<file path="src/rtl/zx_beeper_covox_dac_pkg.sv">
// Shared constants for the covox/beeper sigma-delta DAC: default levels,
// capture FSM encoding and width helpers.
package zx_beeper_covox_dac_pkg;

  localparam int MIX_W_DEF      = 10;
  localparam int BEEP_LEVEL_DEF = 192;
  localparam int TAPE_LEVEL_DEF = 48;

  localparam logic ST_IDLE = 1'b0;
  localparam logic ST_HELD = 1'b1;

  // One extra bit holds the unsaturated sum before clamping to MIX_W bits.
  function automatic int sat_add_w(input int mix_w);
    return mix_w + 1;
  endfunction

  // Idle counter must represent the timeout without wrapping; min 1 bit.
  function automatic int cnt_w(input int timeout);
    return (timeout < 1) ? 1 : $clog2(timeout + 1);
  endfunction

endpackage

</file>
<file path="src/rtl/zx_beeper_covox_dac_sd_dac1.sv">
// First-order sigma-delta 1-bit DAC: accumulator whose top bit is the
// registered carry driving the output pin.
module sd_dac1 #(
  parameter int MIX_W = 10
) (
  input  logic             cpu_clock,
  input  logic             reset,
  input  logic             hold,
  input  logic [MIX_W-1:0] mix,
  output logic             bit_out
);

  logic [MIX_W:0] acc_q, acc_d;
  logic [MIX_W:0] sum;

  // The low bits carry the phase and freeze on hold; the top bit is the
  // output carry and is cleared so the pin goes quiet.
  always_comb begin
    sum   = {1'b0, acc_q[MIX_W-1:0]} + {1'b0, mix};
    acc_d = hold ? {1'b0, acc_q[MIX_W-1:0]} : sum;
  end

  always_ff @(posedge cpu_clock or negedge reset) begin
    if (!reset) acc_q <= '0;
    else        acc_q <= acc_d;
  end

  assign bit_out = acc_q[MIX_W];

endmodule

</file>
<file path="src/rtl/zx_beeper_covox_dac.sv">
// Covox sample capture from the decoder strobe, beeper/tape mixing with
// saturation, and a sigma-delta bitstream for the external RC filter.
module zx_beeper_covox_dac
  import zx_beeper_covox_dac_pkg::*;
#(
  parameter int MIX_W        = MIX_W_DEF,
  parameter int BEEP_LEVEL   = BEEP_LEVEL_DEF,
  parameter int TAPE_LEVEL   = TAPE_LEVEL_DEF,
  parameter int IDLE_TIMEOUT = 65535
) (
  input  logic       cpu_clock,
  input  logic       reset,
  input  logic       covox,
  input  logic [7:0] d,
  input  logic       beeper,
  input  logic       tapeout,
  input  logic       snd_mute,
  output logic       pwm_out,
  output logic [7:0] sample_q
);

  localparam int SW = sat_add_w(MIX_W);
  localparam int CW = cnt_w(IDLE_TIMEOUT);
  localparam logic          TO_EN   = (IDLE_TIMEOUT != 0);
  localparam logic [CW-1:0] TO_LAST = CW'((IDLE_TIMEOUT == 0) ? 0 : IDLE_TIMEOUT - 1);

  logic [1:0]    sync_s_q, sync_s_d;
  logic [7:0]    d_s1_q, d_s2_q;
  logic          state_q, state_d;
  logic [7:0]    sample_d;
  logic [CW-1:0] idle_cnt_q, idle_cnt_d;
  logic [SW-1:0] mix_raw;
  logic [MIX_W-1:0] mix;

  always_comb begin
    sync_s_d   = {sync_s_q[0], covox};
    state_d    = state_q;
    sample_d   = sample_q;
    idle_cnt_d = idle_cnt_q;
    case (state_q)
      ST_IDLE: begin
        // Capture beats the timeout when both land on the same cycle.
        if (sync_s_q[1]) begin
          state_d    = ST_HELD;
          sample_d   = d_s2_q;
          idle_cnt_d = '0;
        end else if (TO_EN && sample_q != 8'h00) begin
          if (idle_cnt_q == TO_LAST) begin
            sample_d   = 8'h00;
            idle_cnt_d = '0;
          end else begin
            idle_cnt_d = idle_cnt_q + CW'(1);
          end
        end
      end
      default: if (!sync_s_q[1]) state_d = ST_IDLE;
    endcase
  end

  always_ff @(posedge cpu_clock or negedge reset) begin
    if (!reset) begin
      sync_s_q   <= '0;
      d_s1_q     <= '0;
      d_s2_q     <= '0;
      state_q    <= ST_IDLE;
      sample_q   <= '0;
      idle_cnt_q <= '0;
    end else begin
      sync_s_q   <= sync_s_d;
      d_s1_q     <= d;
      d_s2_q     <= d_s1_q;
      state_q    <= state_d;
      sample_q   <= sample_d;
      idle_cnt_q <= idle_cnt_d;
    end
  end

  // Beeper and tape are decoder-latched levels; used without resync.
  always_comb begin
    mix_raw = SW'(sample_q) + (beeper ? SW'(BEEP_LEVEL) : SW'(0))
            + (tapeout ? SW'(TAPE_LEVEL) : SW'(0));
    if (snd_mute)          mix = '0;
    else if (mix_raw[SW-1]) mix = '1;
    else                   mix = mix_raw[MIX_W-1:0];
  end

  sd_dac1 #(.MIX_W(MIX_W)) u_dac (
    .cpu_clock (cpu_clock),
    .reset     (reset),
    .hold      (snd_mute),
    .mix       (mix),
    .bit_out   (pwm_out)
  );

endmodule

</file>
<file path="config.mk">
export PLATFORM = sky130hd
export DESIGN_NAME = zx_beeper_covox_dac
export DESIGN_NICKNAME = d
export VERILOG_FILES = /design/src/rtl/zx_beeper_covox_dac_pkg.sv /design/src/rtl/zx_beeper_covox_dac_sd_dac1.sv /design/src/rtl/zx_beeper_covox_dac.sv
export SDC_FILE = /design/constraint.sdc
export NUM_CORES = 1
export LEC_CHECK = 0
export CAP_MARGIN = 40
export CORE_MARGIN = 10
export CORE_UTILIZATION = 60
export CTS_CLUSTER_SIZE = 14
export DETAILED_ROUTE_END_ITERATION = 8
export PLACE_DENSITY = 0.82
export SLEW_MARGIN = 10
export SYNTH_ARGS = -nofsm -noshare
export SYNTH_HDL_FRONTEND = slang
export SYNTH_SLANG_ARGS = --single-unit
</file>
<file path="constraint.sdc">
create_clock -name cpu_clock -period 3.86 [get_ports cpu_clock]
set_input_delay 1.158 -clock cpu_clock [delete_from_list [all_inputs] [get_ports cpu_clock]]
set_output_delay 1.158 -clock cpu_clock [all_outputs]
set_load 0.05 [all_outputs]
</file>
# Word-level counts from Yosys, hierarchy flattened
# Index checks and enable logic that the tools add are counted.
[classes]
addsub = 4
eq_ne = 1
n_mux = 12
n_bitwise = 1
n_reduce_logical = 5
[ops]
columns = ["op", "n"]
rows = [
  ["$mux W16", 3],
  ["$mux W8", 4],
  ["$mux W10", 2],
  ["$add A16 B1 Y16 const B", 1],
  ["$eq A16 B16 Y1 const B", 1],
  ["$add A10 B10 Y11", 1],
  ["$mux W11", 1],
  ["$add A9 B6 Y10", 1],
  ["$add A8 B8 Y9", 1],
  ["$reduce_bool A8 Y1", 1],
  ["$mux W6", 1],
  ["$reduce_bool A2 Y1", 2],
  ["$reduce_and A3 Y1", 1],
  ["$reduce_and A2 Y1", 1],
  ["$mux W1", 1],
  ["$not A1 Y1", 1],
]
[word_totals]
reg_bits = 54
in_bits = 14
out_inout_bits = 9
word_cells = 31

# Depth between registers and ports, before layout
# Gate-level depths: netlist of run 1.
[depth]
word_depth = 7
depth_mapped = 10
ltp_nobuf = 10

# Cells and area by module
# From an unflattened synthesis of run 1, not the netlist that was laid out.
[hier_totals]
cells_unflattened = 252
area_unflattened_um2 = 2722.6
[modules_own_cells]
columns = ["module", "n_inst", "cells_each", "area_each_um2", "seq_area_each_um2"]
rows = [
  ["zx_beeper_covox_dac", 1, 163, 1898.1, 1076.0],
  ["sd_dac1", 1, 89, 824.5, 275.3],
]

# Worst setup path after synthesis of run 1
# No wires, ideal clock.
[synth_path]
path_kind = "input port to flip-flop"
from = "input snd_mute"
to = "register u_dac.acc_q[8]"
setup_ps = 88
arrival_ps = 3189
t_required_ps = 3772
setup_slack_ps = 582
cell_stages = 9
path_cell_list = "clkbuf_1 > buf_1 > nor2b_1 > ha_1 > fa_1 > a21o_1 > a311o_1 > nand4_1 > nor3b_1"
[synth_between]
elab_chain_len = 2
[synth_rtl]
columns = ["element", "line_no", "text"]
rows = [
  ["start: declaration", "zx_beeper_covox_dac.sv:17", "input logic snd_mute,"],
  ["$mux W10", "zx_beeper_covox_dac.sv:82", "if (snd_mute) mix = '0;"],
  ["$add A10 B10 Y11", "zx_beeper_covox_dac_sd_dac1.sv:19", "sum = {1'b0, acc_q[MIX_W-1:0]} + {1'b0, mix};"],
  ["end signal: assignment", "zx_beeper_covox_dac_sd_dac1.sv:24", "if (!reset) acc_q <= '0;"],
  ["end signal: assignment", "zx_beeper_covox_dac_sd_dac1.sv:25", "else acc_q <= acc_d;"],
  ["end: declaration", "zx_beeper_covox_dac_sd_dac1.sv:13", "logic [MIX_W:0] acc_q, acc_d;"],
]
# Parallel ways exist; a longest one is shown, timed or not.
# A chain may end at the register's enable or synchronous reset.

# Worst setup path in the final report of run 1
[layout_path]
from = "input tapeout"
to = "register u_dac.acc_q[9]"
[layout_between]
elab_chain_len = 5
[layout_rtl]
columns = ["element", "line_no", "text"]
rows = [
  ["start: declaration", "zx_beeper_covox_dac.sv:16", "input logic tapeout,"],
  ["$mux W6", "zx_beeper_covox_dac.sv:81", "+ (tapeout ? SW'(TAPE_LEVEL) : SW'(0));"],
  ["$add A9 B6 Y10", "zx_beeper_covox_dac.sv:81", ""],
  ["$mux W10", "zx_beeper_covox_dac.sv:83", "else if (mix_raw[SW-1]) mix = '1;"],
  ["$mux W10", "zx_beeper_covox_dac.sv:82", ""],
  ["$add A10 B10 Y11", "zx_beeper_covox_dac_sd_dac1.sv:19", ""],
]
# No other way between the ends.

==> results of run 1 <==
## where the power goes
part	internal [W]	switching [W]	total, W	leakage [nW]
logic	0.000223	0.000284	0.000507	0.660
clock network	0.000197	0.000191	0.000388	0.0587
registers	0.000643	0.0000671	0.000711	0.675
total	0.00106	0.000542	0.00161	1.39
## routing by layer
| layer | vias up | track usage, % | part of all wire [%] |
|---|---|---|---|
| met5 | - | 0 | 0 |
| met4 | 0 | 5.43 | 1.6 |
| met3 | 11 | 4.23 | 6.1 |
| met2 | 71 | 25.7 | 47 |
| met1 | 1038 | 22.2 | 45 |
| li1 | 1026 | - | - |
## worst register-to-register path: stages, from the launching register on
cell	delay (ps)
dfrtp_1	440
ha_1	230
fa_1	410
xnor2_1	170
nor2_1	60
ha_1	360
a21o_1	230
a31o_1	220
a32oi_1	180
xnor2_1	140
## per-stage QoR
step           util, %  cell area, µm²  cells  setup slack (ps)
6_report          71.2            3160    334               421
3_5_place_dp      68.6            3050    326              96.0
3_3_place_gp      68.6            3050    326               176
4_1_cts           71.2            3160    334               426
2_1_floorplan        -            2800    258               582
5_1_grt           71.2            3160    334               204
## registers in the layout, summed over array words and instances (netlist names)
register     count
idle_cnt_q      16
u_dac.acc_q     11
sample_q         8
state_q          1
sync_s_q         2
d_s2_q           8
d_s1_q           8
## cell families (layout without fill, tap and decap cells)
kind of cell / Yosys count / in the layout
simple gates: 81 / 81
buf+inv: 20 / 44
mux: 2 / 2
fa+ha+maj: 17 / 17
flops: 54 / 54
compound gates: 77 / 77
xor+xnor: 7 / 7
## how the worst max path moves through the flow
stage | from | end | slack [ps] | cells past startpoint
global placement | tapeout | u_dac.acc_q[9]$_DFFE_PN0N_ | 180 | 10
finish | tapeout | u_dac.acc_q[9]$_DFFE_PN0N_ | 420 | 10
CTS | tapeout | u_dac.acc_q[9]$_DFFE_PN0N_ | 430 | 10
detailed placement | tapeout | u_dac.acc_q[9]$_DFFE_PN0N_ | 100 | 10
global route | tapeout | u_dac.acc_q[10]$_DFF_PN0_ | 200 | 10
floorplan | snd_mute | u_dac.acc_q[8]$_DFFE_PN0N_ | 580 | 9
## layout make-up
class,instances,share of cell area [%]
clock buffers,5,2.17
clock inverters,3,1.50
inverters,11,1.30
multi-input cells,184,42.7
flip-flops and latches,54,42.7
well taps,52,2.06
repair buffers,25,7.51
## cells in the final DEF, fill, tap and decap left out, types with 4 or more instances in the layout
cell and n:
nor3_1 6, clkbuf_8 5, nor2b_1 8, and4_1 5
nor2_1 16, dfrtp_1 54, a22o_1 16, nand2_1 13
nand4_1 6, inv_1 10, a31oi_1 4, nor4_1 4
a21oi_1 14, o31ai_1 7, a21o_1 7, o21ai_1 5
o22ai_1 4, nand3_1 9, ha_1 15, xnor2_1 5
clkdlybuf4s50_1 21
==> summary.txt, run 1 <==
GRT
  – Remaining global-route overflow: 0
  – Global-route usage over all layers: ~17%
  – Vias in the first global route: about 2100
  – First-pass GRT wire length: 10300 µm
  – Initial antenna violation count: 0
  – Largest net degree at the start of global routing: 37

Timing
  – Final hold vios: 0
  – Post-route setup TNS: 0 ps
  – Endpoints failing setup: 0
  – Slew HR: a little under three fifths
  – Achievable frequency: 291 MHz
  – Slew @ Worst Pin: ~670 ps
  – Fin. max-slew vios: 0
  – Part of the cycle the worst path needs: 89.1%
  – RSZ-0062 raised after global routing: false
  – Skew final: roughly 13 ps
  – Final Critical Period: roughly 3400 ps
  – Final hold slack: between 300 and 400 ps

Critical path
  – CP Max Fanout: 7
  – Highest-delay cell along the critical path: clkdlybuf4s50_1
  – Slowest stage delay, CP: 480 ps
  – RR Endpoint: u_dac.acc_q[9]$_DFFE_PN0N_
  – CP bufs+invs: 1
  – Startpoint Class: input port
  – Crit path kind: input port to flop
  – R2r setup slk: 1340 ps
  – RR Startpoint: sample_q[4]$_DFFE_PN0P_
  – Crit path capture type: flop
  – WP data arrival: between 3000 and 4000 ps
  – R2R depth: 9
  – Family with the most delay on the worst path: adder cells
  – Worst EP required: slightly above 4000 ps
  – Cell Chain, Critical Path: clkdlybuf4s50_1 -> ha_1 -> fa_1 -> xnor2_1 -> nor2_1 -> ha_1 -> a21o_1 -> a31o_1 -> a32oi_1 -> xnor2_1

Die
  – Die H: 88.3 µm
  – # rows: 24
  – DIE AREA: 7790 µm²
  – Initial Util: 62.9%
  – Die X-Extent: around 88 µm
  – Core Box Area: 4440 µm²
  – I/O Pins: 23

Finish
  – Antenna diode count: 0
  – Nets@finish: ~310
  – Share of layout cells above drive strength 1: a little under 8%
  – Area delta synth->final: 13.2%
  – Area occupied by registers: approximately 1400 µm²
  – Fillers: 328
  – Multi-input gate area: between 1000 and 1500 µm²

Pwr
  – VDD IR max: a little over 300 µV
  – Pleak: between 1 and 1.5 nW
  – Power density cells: between 500 and 600 nW/µm²
  – Pwr Total: between 0.0015 and 0.002 W

Worst hold path
  – WHS Endpoint: d_s2_q[0]$_DFF_PN0_
  – Worst Hold Depth: 0
  – Worst Hold Launch: d_s1_q[0]$_DFF_PN0_
  – Worst hold path type: flop to flop

Logic synthesis
  – Synth Area in Adders: 8.15%
  – Top post-synthesis cells by area: dfrtp_1 (48%), ha_1 (6.7%), a22o_1 (5.0%)
  – Synth Area in XOR/XNOR: between 2 and 2.5%
  – Cell with the most instances after synthesis: dfrtp_1
  – Average size of a mapped cell: 10.8 µm²
  – Largest family of logic cells by synthesized area: compound AO/OA/AOI/OAI gates
  – Yosys top cell by area: dfrtp_1
  – Synthesized area: approximately 2800 µm²
  – FF+latch count, synth: 54
  – Ys Warns: 0
  – Post-synthesis async set-or-reset flop share: 100%
  – EDFF count, synth: 0
  – Net Count, Synth: between 200 and 300
  – Cells after synthesis: between 200 and 300
  – Post-synthesis mux area share: less than 1%
  – Synth top area share: between 40% and 50%
  – Main flop type after synthesis: dfrtp_1
  – Post-synthesis sequential area ratio: between 40% and 50%
  – Compound-Gate Fraction of Synth Area: approximately 21%
  – Top cells by count, synth: dfrtp_1 (54), a22o_1 (16), nor2_1 (16)
  – Synth cell types: 55
  – Simple-Gate Fraction of Synth Area: between 10% and 20%

Clocking
  – Root Buffer: clkbuf_8
  – Clk buf depth: 2
  – TritonCTS clock tree: built
  – CTS H-Tree Depth: 2
  – Num Clock Sinks: 54
  – Worst-Skew Late Latency: roughly 320 ps
  – Hold Buf Count CTS: 0
  – Post-CTS Resized: 0
  – CTS clock-pin slew for the worst setup and hold paths: 100 ps
  – CTS buffer count: 5
  – Buffers inserted by post-CTS timing repair: 0

Route
  – 1st-iter DRT viols: 166
  – Final WL: 5790 µm
  – Final ANT Viol Nets: 0
  – Vias post-DR: 2146
  – Vias per cell: around 6.4
  – WL per Instance: 17.3 µm
  – # DRC: 0
  – Drt first pass iters: 4

Placement
  – Port Buffers: 22
  – GPL Wtd Cong: around 0.80
  – DP Wirelength: slightly above 4000 µm

Status
  – Outcome: completed

Flow run
  – Number of max-cap violations: 0
Power figures use the tool's default switching activity.
==> run 2: changes to the inputs <==
--- a/config.mk
+++ b/config.mk
@@ -10,7 +10,8 @@
 export CORE_UTILIZATION = 60
 export CTS_CLUSTER_SIZE = 14
 export DETAILED_ROUTE_END_ITERATION = 8
-export PLACE_DENSITY = 0.82
+export DONT_BUFFER_PORTS = 1
+export PLACE_DENSITY = 0.76
 export SLEW_MARGIN = 10
 export SYNTH_ARGS = -nofsm -noshare
 export SYNTH_HDL_FRONTEND = slang
==> run 2 against run 1 <==
Effect of this change:
- worst hold slack worse by 1.4 ps
- clock-buffer cell count unchanged
- die area unchanged
- sequential power up 6.2%
- global-route usage down 2.3 points
==> summary.txt, run 2 (synthesized netlist as in run 1, its figures left out) <==
Timing
  – RSZ-0062 raised after global routing: false
  – Skew final: approximately 8 ps
  – Slew HR: a little over half
  – Endpoints failing setup: 0
  – Part of the cycle the worst path needs: 77.2%
  – Post-route setup TNS: 0 ps
  – Final Critical Period: around 3000 ps
  – Final hold slack: 356 ps
  – Slew @ Worst Pin: ~680 ps
  – Fin. max-slew vios: 0
  – Achievable frequency: roughly 340 MHz
  – Final hold vios: 0

Critical path
  – Worst EP required: between 4000 and 5000 ps
  – Slowest stage delay, CP: between 400 and 500 ps
  – R2r setup slk: ~990 ps
  – CP endpoint: u_dac.acc_q[9]$_DFFE_PN0N_
  – CP Max Fanout: 7
  – Family with the most delay on the worst path: adder cells
  – CP bufs+invs: 0
  – Crit path capture type: flop
  – WP depth: 10
  – R2R depth: 10
  – Highest-delay cell along the critical path: fa_1
  – WP data arrival: roughly 3200 ps
  – Crit path kind: input port to flop
  – RR Endpoint: u_dac.acc_q[9]$_DFFE_PN0N_
  – Cell Chain, Critical Path: ha_1 -> fa_1 -> a21o_1 -> a21oi_1 -> nor2_1 -> ha_1 -> a21o_1 -> a31o_1 -> a32oi_1 -> xnor2_1
  – Critical Path Start: tapeout
  – RR Startpoint: sample_q[4]$_DFFE_PN0P_
  – Startpoint Class: input port

Finish
  – Nets@finish: between 200 and 300
  – Final core occ: about two thirds
  – Most flop-heavy register: idle_cnt_q
  – Share of layout cells above drive strength 1: 7.00%
  – Commonest non-fill, non-tap cell in the layout: dfrtp_1
  – Fillers: approximately 340
  – Area delta synth->final: 4.70%
  – Max FFs per register: 16
  – Antenna diode count: 0
  – Post-Layout Cell Count: slightly above 300
  – Largest registers: idle_cnt_q: 16 flops, u_dac.acc_q: 11 flops
  – Multi-input gate area: 1350 µm²
  – Area occupied by registers: approximately 1400 µm²
  – Commonest non-fill, non-tap cells in the layout: dfrtp_1 (54), nor2_1 (16), a22o_1 (16)

Clocking
  – Root Buffer: clkbuf_8
  – CTS clock-pin slew for the worst setup and hold paths: approximately 100 ps
  – CTS H-Tree Depth: 2
  – Hold Buf Count CTS: 0
  – Clk buf depth: 2
  – Post-CTS Resized: 0
  – Buffers inserted by post-CTS timing repair: 0
  – Worst-Skew Late Latency: roughly 300 ps
  – CTS buffer count: 5
  – Num Clock Sinks: 54
  – TritonCTS clock tree: built

Route
  – # DRC: 0
  – Drt first pass iters: 4
  – Final ANT Viol Nets: 0
  – Vias per cell: 6.51
  – Final WL: approximately 5300 µm
  – Vias post-DR: around 2000
  – 1st-iter DRT viols: 105
  – WL per Instance: about 17 µm

Pwr
  – Power density cells: ~520 nW/µm²
  – Pleak: roughly 1.3 nW
  – Pint: between 0.001 and 0.0015 W
  – Switch Pwr: 0.000513 W
  – Switching share of power: roughly 33%
  – VDD IR max: between 300 and 400 µV
  – Clock share of power: about a quarter
  – Logic pwr share: about 26%
  – Seq pwr share: between 40% and 50%
  – Pwr Total: 0.00154 W

Placement
  – DP Wirelength: between 3000 and 4000 µm
  – GPL Wtd Cong: roughly 0.85
  – Port Buffers: 0
  – Placed cell count: around 300

Die
  – Core Box Area: ~4400 µm²
  – Die H: 88.3 µm
  – I/O Pins: 23
  – Die X-Extent: just under 90 µm
  – # rows: 24
  – Initial Util: 62.9%
  – DIE AREA: 7790 µm²

Status
  – Outcome: completed

GRT
  – Largest net degree at the start of global routing: 55
  – First-pass GRT wire length: between 8000 and 9000 µm
  – Initial antenna violation count: 0
  – Global-route usage over all layers: between 10% and 20%
  – Vias in the first global route: between 1500 and 2000
  – Remaining global-route overflow: 0

Flow run
  – Number of max-cap violations: 0

Worst hold path
  – Worst hold path type: flop to flop
==> run 2: worst min path at each step <==
stage,start,to,slack [ps],cells after the start
6_report,d_s1_q[3]$_DFF_PN0_,d_s2_q[3]$_DFF_PN0_,360,0
5_1_grt,d_s1_q[2]$_DFF_PN0_,d_s2_q[2]$_DFF_PN0_,370,0
4_1_cts,d_s1_q[3]$_DFF_PN0_,d_s2_q[3]$_DFF_PN0_,360,0
3_5_place_dp,d_s1_q[3]$_DFF_PN0_,d_s2_q[3]$_DFF_PN0_,330,0
3_3_place_gp,d_s1_q[4]$_DFF_PN0_,d_s2_q[4]$_DFF_PN0_,330,0
2_1_floorplan,d_s1_q[0]$_DFF_PN0_,d_s2_q[0]$_DFF_PN0_,330,0
==> run 2: metal layers <==
metal / track usage, % / up-vias / routed length, µm
met5: 0 / - / 0
met4: 2.64 / 0 / 19
met3: 4.04 / 2 / 298
met2: 21.8 / 53 / 2480
met1: 19.9 / 987 / 2540
li1: - / 971 / -
==> run 2: power by group through the flow <==
stage	combinational [W]	clock (W)	sequential, W
floorplan	0.000338	0	0.000744
global placement	0.000377	0	0.000765
detailed placement	0.000391	0	0.000768
CTS	0.000393	0.000397	0.000756
global route	0.000444	0.000423	0.000767
finish	0.000394	0.000387	0.000755
==> run 2: stage by stage <==
step / worst slack (ps) / area, µm²
after floorplan: 582 / 2800
after global placement: 641 / 2810
after detailed placement: 596 / 2810
after CTS: 913 / 2930
after global routing: 774 / 2930
final: 881 / 2930
==> run 2: final cells by class <==
type	instances	area share (%)
sequential	54	46.2
clock buffer	5	2.35
inverter	11	1.41
tap	52	2.22
multi-input combinational	184	46.2
clock inverter	3	1.62
